**src/rtl/mm_pkg.sv**
```systemverilog
// Shared definitions for the MM instruction dispatcher: instruction field map,
// buffer-select encodings, retire status codes and the dispatch FSM states.
package mm_pkg;

   localparam int MM_INST_W   = 128;
   localparam int IN_SEL_LSB  = 1;
   localparam int OUT_SEL_LSB = 7;
   localparam int RELU_BIT    = 12;
   localparam int ACC_BIT     = 13;
   localparam int BIAS_BIT    = 14;
   localparam int NNODE_LSB   = 110;
   localparam int NNODE_W     = MM_INST_W - NNODE_LSB;

   localparam logic [3:0] BUF_1A = 4'b0001;
   localparam logic [3:0] BUF_1B = 4'b0010;
   localparam logic [3:0] BUF_2A = 4'b0100;
   localparam logic [3:0] BUF_2B = 4'b1000;

   typedef enum logic [1:0] {
      STATUS_OK      = 2'd0,
      STATUS_SKIP    = 2'd1,
      STATUS_ILLEGAL = 2'd2
   } status_e;

   typedef enum logic [1:0] {
      IDLE,
      START,
      WAIT,
      RET
   } state_e;

   // Output must be a 2x buffer, and reading the same 2x buffer that is being written is an alias.
   function automatic logic sel_illegal(input logic [3:0] in_sel, input logic [3:0] out_sel);
      logic out_ok;
      out_ok = (out_sel == BUF_2A) || (out_sel == BUF_2B);
      return !$onehot(in_sel) || !out_ok || ((in_sel & out_sel) != 4'b0000);
   endfunction

endpackage

```
**src/rtl/mm_inst_dispatch_if.sv**
```systemverilog
// Handshake bundle between the decoder, the dispatcher, the MM engine and the scheduler.
// The master modport is the dispatcher's view; slave is the surrounding environment.
interface mm_inst_dispatch_if #(
   parameter int MM_INST_BIT_WIDTH = 128,
   parameter int TAG_W             = 8
) ();

   logic                         inst_valid;
   logic                         inst_ready;
   logic [MM_INST_BIT_WIDTH-1:0] inst_data;
   logic [TAG_W-1:0]             inst_tag;
   logic [MM_INST_BIT_WIDTH-1:0] ctrl_instruction;
   logic                         ap_start;
   logic                         ap_done;
   logic                         ret_valid;
   logic                         ret_ready;
   logic [TAG_W-1:0]             ret_tag;
   logic [1:0]                   ret_status;

   modport master (
      input  inst_valid, inst_data, inst_tag, ap_done, ret_ready,
      output inst_ready, ctrl_instruction, ap_start, ret_valid, ret_tag, ret_status
   );

   modport slave (
      output inst_valid, inst_data, inst_tag, ap_done, ret_ready,
      input  inst_ready, ctrl_instruction, ap_start, ret_valid, ret_tag, ret_status
   );

endinterface

```
**src/rtl/mm_inst_fifo.sv**
```systemverilog
// Synchronous FIFO of {tag, instruction} entries with full/empty flags.
// DEPTH must be a power of two so the pointers wrap naturally.
module mm_inst_fifo #(
   parameter int WIDTH = 136,
   parameter int DEPTH = 4
) (
   input  logic             clk,
   input  logic             rst,
   input  logic             wr_en,
   input  logic [WIDTH-1:0] wr_data,
   input  logic             rd_en,
   output logic [WIDTH-1:0] rd_data,
   output logic             full,
   output logic             empty
);

   localparam int PTR_W = (DEPTH > 1) ? $clog2(DEPTH) : 1;

   logic [WIDTH-1:0] mem [DEPTH];
   logic [PTR_W-1:0] wr_ptr;
   logic [PTR_W-1:0] rd_ptr;
   logic [PTR_W:0]   count;

   always_ff @(posedge clk) begin
      if (wr_en) begin
         mem[wr_ptr] <= wr_data;
      end
   end

   always_ff @(posedge clk) begin
      if (rst) begin
         wr_ptr <= '0;
         rd_ptr <= '0;
         count  <= '0;
      end else begin
         if (wr_en) begin
            wr_ptr <= wr_ptr + 1'b1;
         end
         if (rd_en) begin
            rd_ptr <= rd_ptr + 1'b1;
         end
         case ({wr_en, rd_en})
            2'b10:   count <= count + 1'b1;
            2'b01:   count <= count - 1'b1;
            default: count <= count;
         endcase
      end
   end

   assign rd_data = mem[rd_ptr];
   assign full    = (count == (PTR_W+1)'(DEPTH));
   assign empty   = (count == '0);

endmodule

```
**src/rtl/mm_inst_dispatch.sv**
```systemverilog
// Issue stage for the MM engine: queues instructions, validates buffer selects, starts the
// engine and retires each instruction with a status. MM_DISPATCH_PERF_EN adds a busy-cycle counter.
module mm_inst_dispatch
   import mm_pkg::*;
#(
   parameter int MM_INST_BIT_WIDTH = 128,
   parameter int FIFO_DEPTH        = 4,
   parameter int TAG_W             = 8
) (
   input  logic                kernal_clk,
   input  logic                kernal_rst,
   mm_inst_dispatch_if.master  bus,
   output logic                busy,
   output logic [31:0]         perf_busy_cycles
);

   localparam int ENTRY_W = TAG_W + MM_INST_BIT_WIDTH;

   state_e                       state;
   logic                         fifo_full;
   logic                         fifo_empty;
   logic                         push;
   logic                         pop;
   logic [ENTRY_W-1:0]           head;
   logic [MM_INST_BIT_WIDTH-1:0] head_inst;
   logic [TAG_W-1:0]             head_tag;

   assign {head_tag, head_inst} = head;

   assign pop            = (state == IDLE) && !fifo_empty;
   assign bus.inst_ready = !kernal_rst && (!fifo_full || pop);
   assign push           = bus.inst_valid && bus.inst_ready;
   assign busy           = (state != IDLE) || !fifo_empty;

   mm_inst_fifo #(
      .WIDTH (ENTRY_W),
      .DEPTH (FIFO_DEPTH)
   ) u_fifo (
      .clk     (kernal_clk),
      .rst     (kernal_rst),
      .wr_en   (push),
      .wr_data ({bus.inst_tag, bus.inst_data}),
      .rd_en   (pop),
      .rd_data (head),
      .full    (fifo_full),
      .empty   (fifo_empty)
   );

   // ctrl_instruction is only reloaded on a pop; the engine decodes it combinationally.
   always_ff @(posedge kernal_clk) begin
      if (kernal_rst) begin
         state                <= IDLE;
         bus.ctrl_instruction <= '0;
         bus.ap_start         <= 1'b0;
         bus.ret_valid        <= 1'b0;
         bus.ret_tag          <= '0;
         bus.ret_status       <= STATUS_OK;
      end else begin
         case (state)
            IDLE: begin
               if (pop) begin
                  bus.ctrl_instruction <= head_inst;
                  bus.ret_tag          <= head_tag;
                  if (sel_illegal(head_inst[IN_SEL_LSB +: 4], head_inst[OUT_SEL_LSB +: 4])) begin
                     bus.ret_status <= STATUS_ILLEGAL;
                     bus.ret_valid  <= 1'b1;
                     state          <= RET;
                  end else if (head_inst[NNODE_LSB +: NNODE_W] == '0) begin
                     bus.ret_status <= STATUS_SKIP;
                     bus.ret_valid  <= 1'b1;
                     state          <= RET;
                  end else begin
                     bus.ap_start <= 1'b1;
                     state        <= START;
                  end
               end
            end
            START: begin
               bus.ap_start <= 1'b0;
               state        <= WAIT;
            end
            WAIT: begin
               if (bus.ap_done) begin
                  bus.ret_status <= STATUS_OK;
                  bus.ret_valid  <= 1'b1;
                  state          <= RET;
               end
            end
            RET: begin
               if (bus.ret_ready) begin
                  bus.ret_valid <= 1'b0;
                  state         <= IDLE;
               end
            end
            default: begin
               state <= IDLE;
            end
         endcase
      end
   end

`ifdef MM_DISPATCH_PERF_EN
   // Saturating count of cycles spent starting or waiting on the engine.
   always_ff @(posedge kernal_clk) begin
      if (kernal_rst) begin
         perf_busy_cycles <= '0;
      end else if (((state == START) || (state == WAIT)) && (perf_busy_cycles != 32'hFFFF_FFFF)) begin
         perf_busy_cycles <= perf_busy_cycles + 32'd1;
      end
   end
`else
   assign perf_busy_cycles = '0;
`endif

endmodule

```
**src/flat_wrapper.sv**
```systemverilog
// flat-port wrapper written by rule: the top's interface ports become plain ports
module mm_inst_dispatch_flat import mm_pkg::*;
#(
   parameter int MM_INST_BIT_WIDTH = 128,
   parameter int FIFO_DEPTH        = 4,
   parameter int TAG_W             = 8
)
  (kernal_clk, kernal_rst, busy, perf_busy_cycles, bus_inst_valid, bus_inst_data, bus_inst_tag, bus_ap_done, bus_ret_ready, bus_inst_ready, bus_ctrl_instruction, bus_ap_start, bus_ret_valid, bus_ret_tag, bus_ret_status);
  mm_inst_dispatch_if #(.MM_INST_BIT_WIDTH(MM_INST_BIT_WIDTH), .TAG_W(TAG_W)) bus_i ();
  input  logic kernal_clk;
  input  logic kernal_rst;
  output logic busy;
  output logic [31:0] perf_busy_cycles;
  input wire logic [$bits(bus_i.inst_valid)-1:0] bus_inst_valid;
  input wire logic [$bits(bus_i.inst_data)-1:0] bus_inst_data;
  input wire logic [$bits(bus_i.inst_tag)-1:0] bus_inst_tag;
  input wire logic [$bits(bus_i.ap_done)-1:0] bus_ap_done;
  input wire logic [$bits(bus_i.ret_ready)-1:0] bus_ret_ready;
  output wire logic [$bits(bus_i.inst_ready)-1:0] bus_inst_ready;
  output wire logic [$bits(bus_i.ctrl_instruction)-1:0] bus_ctrl_instruction;
  output wire logic [$bits(bus_i.ap_start)-1:0] bus_ap_start;
  output wire logic [$bits(bus_i.ret_valid)-1:0] bus_ret_valid;
  output wire logic [$bits(bus_i.ret_tag)-1:0] bus_ret_tag;
  output wire logic [$bits(bus_i.ret_status)-1:0] bus_ret_status;
  assign bus_i.inst_valid = bus_inst_valid;
  assign bus_i.inst_data = bus_inst_data;
  assign bus_i.inst_tag = bus_inst_tag;
  assign bus_i.ap_done = bus_ap_done;
  assign bus_i.ret_ready = bus_ret_ready;
  assign bus_inst_ready = bus_i.inst_ready;
  assign bus_ctrl_instruction = bus_i.ctrl_instruction;
  assign bus_ap_start = bus_i.ap_start;
  assign bus_ret_valid = bus_i.ret_valid;
  assign bus_ret_tag = bus_i.ret_tag;
  assign bus_ret_status = bus_i.ret_status;
  mm_inst_dispatch #(.MM_INST_BIT_WIDTH(MM_INST_BIT_WIDTH), .FIFO_DEPTH(FIFO_DEPTH), .TAG_W(TAG_W)) u_core (.kernal_clk(kernal_clk), .kernal_rst(kernal_rst), .bus(bus_i), .busy(busy), .perf_busy_cycles(perf_busy_cycles));
endmodule
```
**config.mk**
```make
export PLATFORM = sky130hd
export DESIGN_NAME = mm_inst_dispatch_flat
export DESIGN_NICKNAME = d
export VERILOG_FILES = /design/src/rtl/mm_pkg.sv /design/src/rtl/mm_inst_dispatch_if.sv /design/src/rtl/mm_inst_fifo.sv /design/src/rtl/mm_inst_dispatch.sv /design/src/flat_wrapper.sv
export SDC_FILE = /design/constraint.sdc
export NUM_CORES = 1
export LEC_CHECK = 0
export ABC_CLOCK_PERIOD_IN_PS = 13070
export CORE_MARGIN = 3
export CORE_UTILIZATION = 25
export CTS_CLUSTER_DIAMETER = 100
export DETAILED_ROUTE_END_ITERATION = 7
export GPL_ROUTABILITY_DRIVEN = 0
export HOLD_SLACK_MARGIN = 0.03
export SLEW_MARGIN = 0
export SYNTH_ARGS = -nofsm -noshare
export SYNTH_HDL_FRONTEND = slang
export SYNTH_SLANG_ARGS = --single-unit
```
**constraint.sdc**
```tcl
create_clock -name kernal_clk -period 13.07 [get_ports kernal_clk]
set_clock_uncertainty 0.15 [all_clocks]
set_input_delay 1.307 -clock kernal_clk [delete_from_list [all_inputs] [get_ports kernal_clk]]
set_output_delay 1.307 -clock kernal_clk [all_outputs]
set_load 0.01 [all_outputs]
```
Word level (Yosys, flattened, before mapping). Memories as Yosys holds them, arrays and structs flattened. A register that Yosys moved wholly into a read port is not among the register bits. Index checks and enable logic that the tools add are counted.

$add $sub $neg: 7. Multiply operators: 0. Divide/modulo/power cells: 0. $lt $le $gt $ge: 0. Equality and inequality tests: 15. Shifts and indexed selects: 0. Mux-type cells: 26. Bitwise logic cells: 1. Reductions and logical operators: 27.

Operator list (count): two-way mux 2 bit (11); zero test 18 bit (1); two-way mux 1 bit (10); != test 2 bit, second input constant (4); case mux 2 bit (4 select lines) (1); AND reduction 4 bit (2); nonzero test 2 bit (4); equality test 2 bit, second input constant (3); case mux 3 bit (2 select lines) (1); zero test 1 bit (5); logical OR 1 bit (5); AND reduction 5 bit (1); adder 1 x 1 -> 2 bit (2); adder 2 x 1 -> 2 bit, second input constant (2); bitwise AND 4 bit (1); equality test 2 x 1 -> 1 bit, second input constant (2); equality test 4 x 3 -> 1 bit, second input constant (1); equality test 4 bit, second input constant (1); case mux 2 bit (2 select lines) (1); nonzero test 4 bit (1); adder 3 x 1 -> 3 bit, second input constant (1); adder 3 bit (1); equality test 3 x 1 -> 1 bit, second input constant (1); equality test 3 bit, second input constant (1); 11 further kinds (13).

Flip-flop bits (word level): 149. Latch bits: 0. RAM bits: 544. Bits in read-only memories: 0. Input port bits: 141. Output and inout port bits: 174. Logic and storage cells: 86. Memories: 1.

Memories: u_core.u_fifo.mem (depth 4, bits a word 136, rd ports 1, clocked after memory_dff 1, write ports 1, RTL line mm_inst_fifo.sv:19) `logic [WIDTH-1:0] mem [DEPTH];`.

Longest topological paths before layout.
Depth in word-level cells: 9. Mapped depth: 12. Mapped depth without buffers: 12.

By module. From an unflattened synthesis, not the netlist that was laid out.

Cell total of the unflattened synthesis: 1442. Area total of the unflattened synthesis: 25369.3 µm².

By module, submodules not included: mm_inst_fifo (instances 1, cells each 757, area each 20016.7 µm², seq. area each 16515.8 µm²); mm_inst_dispatch (instances 1, cells each 685, area each 5352.6 µm², seq. area each 2842.7 µm²).

Worst setup path after synthesis. OpenSTA, ideal clock, no wires.

Path kind: input port to flip-flop. From: input port kernal_rst. To: memory u_core.u_fifo.mem[0][0] (enable). Library setup time: 513 ps. Data arrival time: 5167 ps. Required time: 12407 ps. Slack: 7240 ps. Cell stages on the path: 3. Buffers on the path: 1. Path through: clkbuf_1 > a41oi_1 > and3_1.

Word-level cells in the longest chain between the ends: 5.

RTL lines: start: declaration (RTL line flat_wrapper.sv:11) `input logic kernal_rst;`; zero test 1 bit (RTL line mm_inst_dispatch.sv:31) `assign bus.inst_ready = !kernal_rst && (!fifo_full || pop);`; logical AND 1 bit (RTL line mm_inst_dispatch.sv:31); net bus_inst_ready (RTL line flat_wrapper.sv:19) `output wire logic [$bits(bus_i.inst_ready)-1:0] bus_inst_ready;`; logical AND 1 bit (RTL line mm_inst_dispatch.sv:32) `assign push = bus.inst_valid && bus.inst_ready;`; two-way mux 1 bit (RTL line mm_inst_fifo.sv:25) `if (wr_en) begin`; two-way mux 1 bit (not written as such) (RTL line mm_inst_fifo.sv:26) `mem[wr_ptr] <= wr_data;`; end: declaration (RTL line mm_inst_fifo.sv:19).

The timed path passes the listed nets, and every way through them passes these cells.

Worst setup path in the final report.
From: input port kernal_rst. To: output port bus_inst_ready.

Word-level cells in the longest chain between the ends: 2.

RTL lines (RTL line): zero test 1 bit (mm_inst_dispatch.sv:31); logical AND 1 bit (mm_inst_dispatch.sv:31); end: declaration (flat_wrapper.sv:19).

Every way passes these cells.

==> metrics.md <==
| Metric | Value |
|---|---|
| Outcome | `completed` |
| CTS Buffer Depth | `3` |
| Count of cells resized by post-cts repair | `0` |
| Ratio of final minimum period to clock period | `0.3298` |
| Yosys warning count | `0` |
| Metal3 WL | `3855 um` |
| Post-synth EDFFs | `between 500 and 600` |
| RSZ-0062 raised after global routing | `false` |
| Fin Hold WS | `0.3011 ns` |
| Pwr Total | `6331 uW` |
| Predominant post-synthesis flop cell | `edfxtp_1` |
| Gr usage total | `0.1123` |
| Largest net degree at the start of global routing | `96` |
| CP arrival | `2.85 ns` |
| Syn_area_per_cell | `17.63 um2` |
| Most frequent cell after synthesis | `edfxtp_1` |
| Static Leakage | `0.01002 uW` |
| First-pass GRT wire length | `between 90,000 and 100,000 um` |
| Slowest CP cell | `clkdlybuf4s50_1` |
| Max VDD drop | `189.3 uV` |
| Worst Path Required | `11.61 ns` |
| Commonest cells post-synth | `edfxtp_1 (544), nand2_1 (276), dfxtp_1 (151), a21oi_1 (138), mux4_2 (134)` |
| Setup bufs post-CTS | `0` |
| Worst-Margin Slew | `0.9830 ns` |
| Ys async rst share | `0` |
| Distinct cells, synth | `45` |
| Met1 wire length | `25,350 um` |
| Num rows | `116` |
| Period minus WS final | `roughly 4.3 ns` |
| Ports | `315` |
| Hold_buf cts | `0` |
| Critical Path Max Stage Delay | `0.67 ns` |
| Setup TNS | `0 ns` |
| Vias in the first global route | `14,450` |
| Area leader, netlist | `edfxtp_1` |
| Largest cells by area after synthesis | `edfxtp_1 (64%), dfxtp_1 (12%), mux4_2 (12%)` |
| Worst R2R Setup Slack | `a little over 9 ns` |
| DRC viols | `0` |
| DR iter-0 viols | `866` |
| Aggregate routed wire length | `roughly 60,000 um` |
| DP Worst Slack | `~8.6 ns` |
| CTS tree | `built` |
| Post-route cell area | `between 0.03 and 0.04 mm2` |
| Die W | `324.7 um` |
| First-pass iteration count of the detailed router | `5` |
| Register area share after synthesis | `0.7622` |
| Max-cap viol count | `0` |
| Clock root cell | `clkbuf_16` |
| Die H | `324.7 um` |
| Share of cells above drive strength 1 | `0.1587` |
| Crit end category | `primary output` |
| Synth top area share | `0.6432` |
| Clk Latency, worst-skew pair | `0.62 ns` |
| Die area | `0.1055 mm2` |
| Grt ovf | `0` |
| Slew Viols, Final | `0` |
| Total Nets Final | `~1,900` |
| Post-DR wirelength/cell | `18.82 um` |
| H-tree levels | `3` |
| Final setup margin | `8.759 ns` |
| Worst min-delay path class | `reg2reg` |
| Clock slew at reported path FFs | `0.06 ns` |
| Startpoint types | `input pin` |
| Top sig layer | `met5` |
| CP Max Fanout | `95` |
| Number of hold violations in the final report | `0` |
| Yosys reg bits | `695` |
| CP Cell Sequence | `buf_6 > a41oi_1 > clkdlybuf4s50_1` |
| Rel. slew slack | `0.3446` |
| Vias | `roughly 13,000` |
| Post-DP Area | `0.02963 mm2` |
| CTS sink count | `695` |
| Final setup viols | `0` |
| CTS Buf Count | `76` |
| Crit Path Class | `in2out` |
| Via density | `4.195` |
| Starting Density | `0.2529` |
| DR WL met2 | `~29,000 um` |
| Initial antenna violation count | `13` |
| PortBufs | `282` |
| ANT nets after route | `0` |
| Fill cells | `between 9,000 and 10,000` |
| Cells after Synth | `about 1,400` |
| Power density over the cells | `197.2 mW/mm2` |
| Area Overhead vs Synth | `26.43%` |
| FMAX | `approximately 230 MHz` |
| Placeable core area | `0.1004 mm2` |
| DP HPWL | `about 37,000 um` |
| Post-Syn Area | `0.02540 mm2` |
[worst max-delay path, delay by kind of cell]
kind,cells,cell delay (ns)
AO/OA/AOI/OAI,1,0.64
buffers and inverters,2,0.89
[state kept, by name (all words and copies together), names as in the netlist, named ones only]
name                         flops
u_core.bus.ap_start              1
u_core.bus.ret_tag               8
u_core.u_fifo.wr_ptr             2
u_core.state                     2
u_core.u_fifo.count              3
u_core.u_fifo.mem              544
u_core.bus.ret_status            2
u_core.bus.ret_valid             1
u_core.bus.ctrl_instruction    128
u_core.u_fifo.rd_ptr             2
[logic make-up after synthesis]
family	share of synthesized area
flops	0.7622
fa+ha+maj	0.007981
simple gates	0.05000
mux	0.1219
compound gates	0.03182
other cells	0.0001476
xor+xnor	0.001724
buf+inv	0.02424
[final timing paths]
kind                                                      from                                            to  cells after the start
hold reg to reg   u_core.bus.ctrl_instruction[54]$_SDFFE_PP0P_  u_core.bus.ctrl_instruction[54]$_SDFFE_PP0P_                      2
hold / removal    u_core.bus.ctrl_instruction[54]$_SDFFE_PP0P_  u_core.bus.ctrl_instruction[54]$_SDFFE_PP0P_                      2
setup reg to reg                                          flop         u_core.bus.ret_status[0]$_SDFFE_PP0P_                      9
setup / recovery                                    kernal_rst                                bus_inst_ready                      3
[cell type report]
class                      count  area [um2]  area share
timing repair buffer         299        2952     0.09191
antenna                        7       17.52   0.0005455
multi-input combinational    656        5569      0.1734
clock buffer                  99        2048     0.06378
sequential                   695       19370      0.6031
tap                         1357        1698     0.05287
inverter                      12       50.05    0.001558
clock inverter                41       412.9     0.01286
[placed cells by master (no fill, tap or decap), types with 2 or more instances in the layout]
| master | synthesis | layout |
|---|---|---|
| o31ai_1 | 2 | 2 |
| fa_1 | 2 | 2 |
| inv_2 | 3 | 2 |
| inv_1 | 9 | 9 |
| nor4_1 | 4 | 4 |
| clkbuf_1 | 42 | 17 |
| conb_1 | 1 | 32 |
| xnor2_1 | 2 | 2 |
| clkinv_4 | 0 | 2 |
| nor2b_1 | 2 | 2 |
| xor2_1 | 3 | 3 |
| clkdlybuf4s50_1 | 0 | 281 |
| mux4_1 | 2 | 2 |
| buf_4 | 32 | 17 |
| nand2b_1 | 4 | 3 |
| and3_4 | 0 | 4 |
| inv_6 | 0 | 7 |
| nand3_1 | 2 | 2 |
| nor2_1 | 12 | 12 |
| ha_1 | 13 | 13 |
| clkbuf_16 | 0 | 76 |
| dfxtp_1 | 151 | 149 |
| mux4_2 | 134 | 134 |
| bufinv_16 | 0 | 4 |
| clkinv_2 | 0 | 12 |
| a21oi_1 | 138 | 138 |
| nand2_1 | 276 | 276 |
| or3_1 | 2 | 2 |
| clkbuf_8 | 0 | 6 |
| edfxtp_1 | 544 | 544 |
| clkinv_8 | 0 | 4 |
| dfxtp_4 | 0 | 2 |
| nor3_1 | 3 | 3 |
| clkinvlp_4 | 0 | 4 |
| clkinv_1 | 0 | 7 |
| diode_2 | 0 | 7 |
| o21ai_0 | 2 | 2 |
[per-layer routing]
metal,global-route usage,vias to the layer above
met5,0,-
met4,0.04034,8
met3,0.03155,84
met2,0.1884,353
met1,0.1385,6785
li1,-,6051
[power by group]
group | leakage (uW) | switching (uW) | total [uW] | internal, uW
Combinational | 0.00265 | 808 | 1500 | 696
Sequential | 0.00617 | 142 | 2750 | 2610
Clock | 0.00120 | 870 | 2070 | 1200
Total | 0.0100 | 1820 | 6330 | 4510
[metrics by stage]
step	std cells	utilization
after floorplan	1472	-
after global placement	3019	0.2951
after detailed placement	3019	0.2951
after CTS	3159	0.3196
after global routing	3162	0.3196
final	3166	0.3197
No activity file was read; power rests on OpenSTA's default activity.
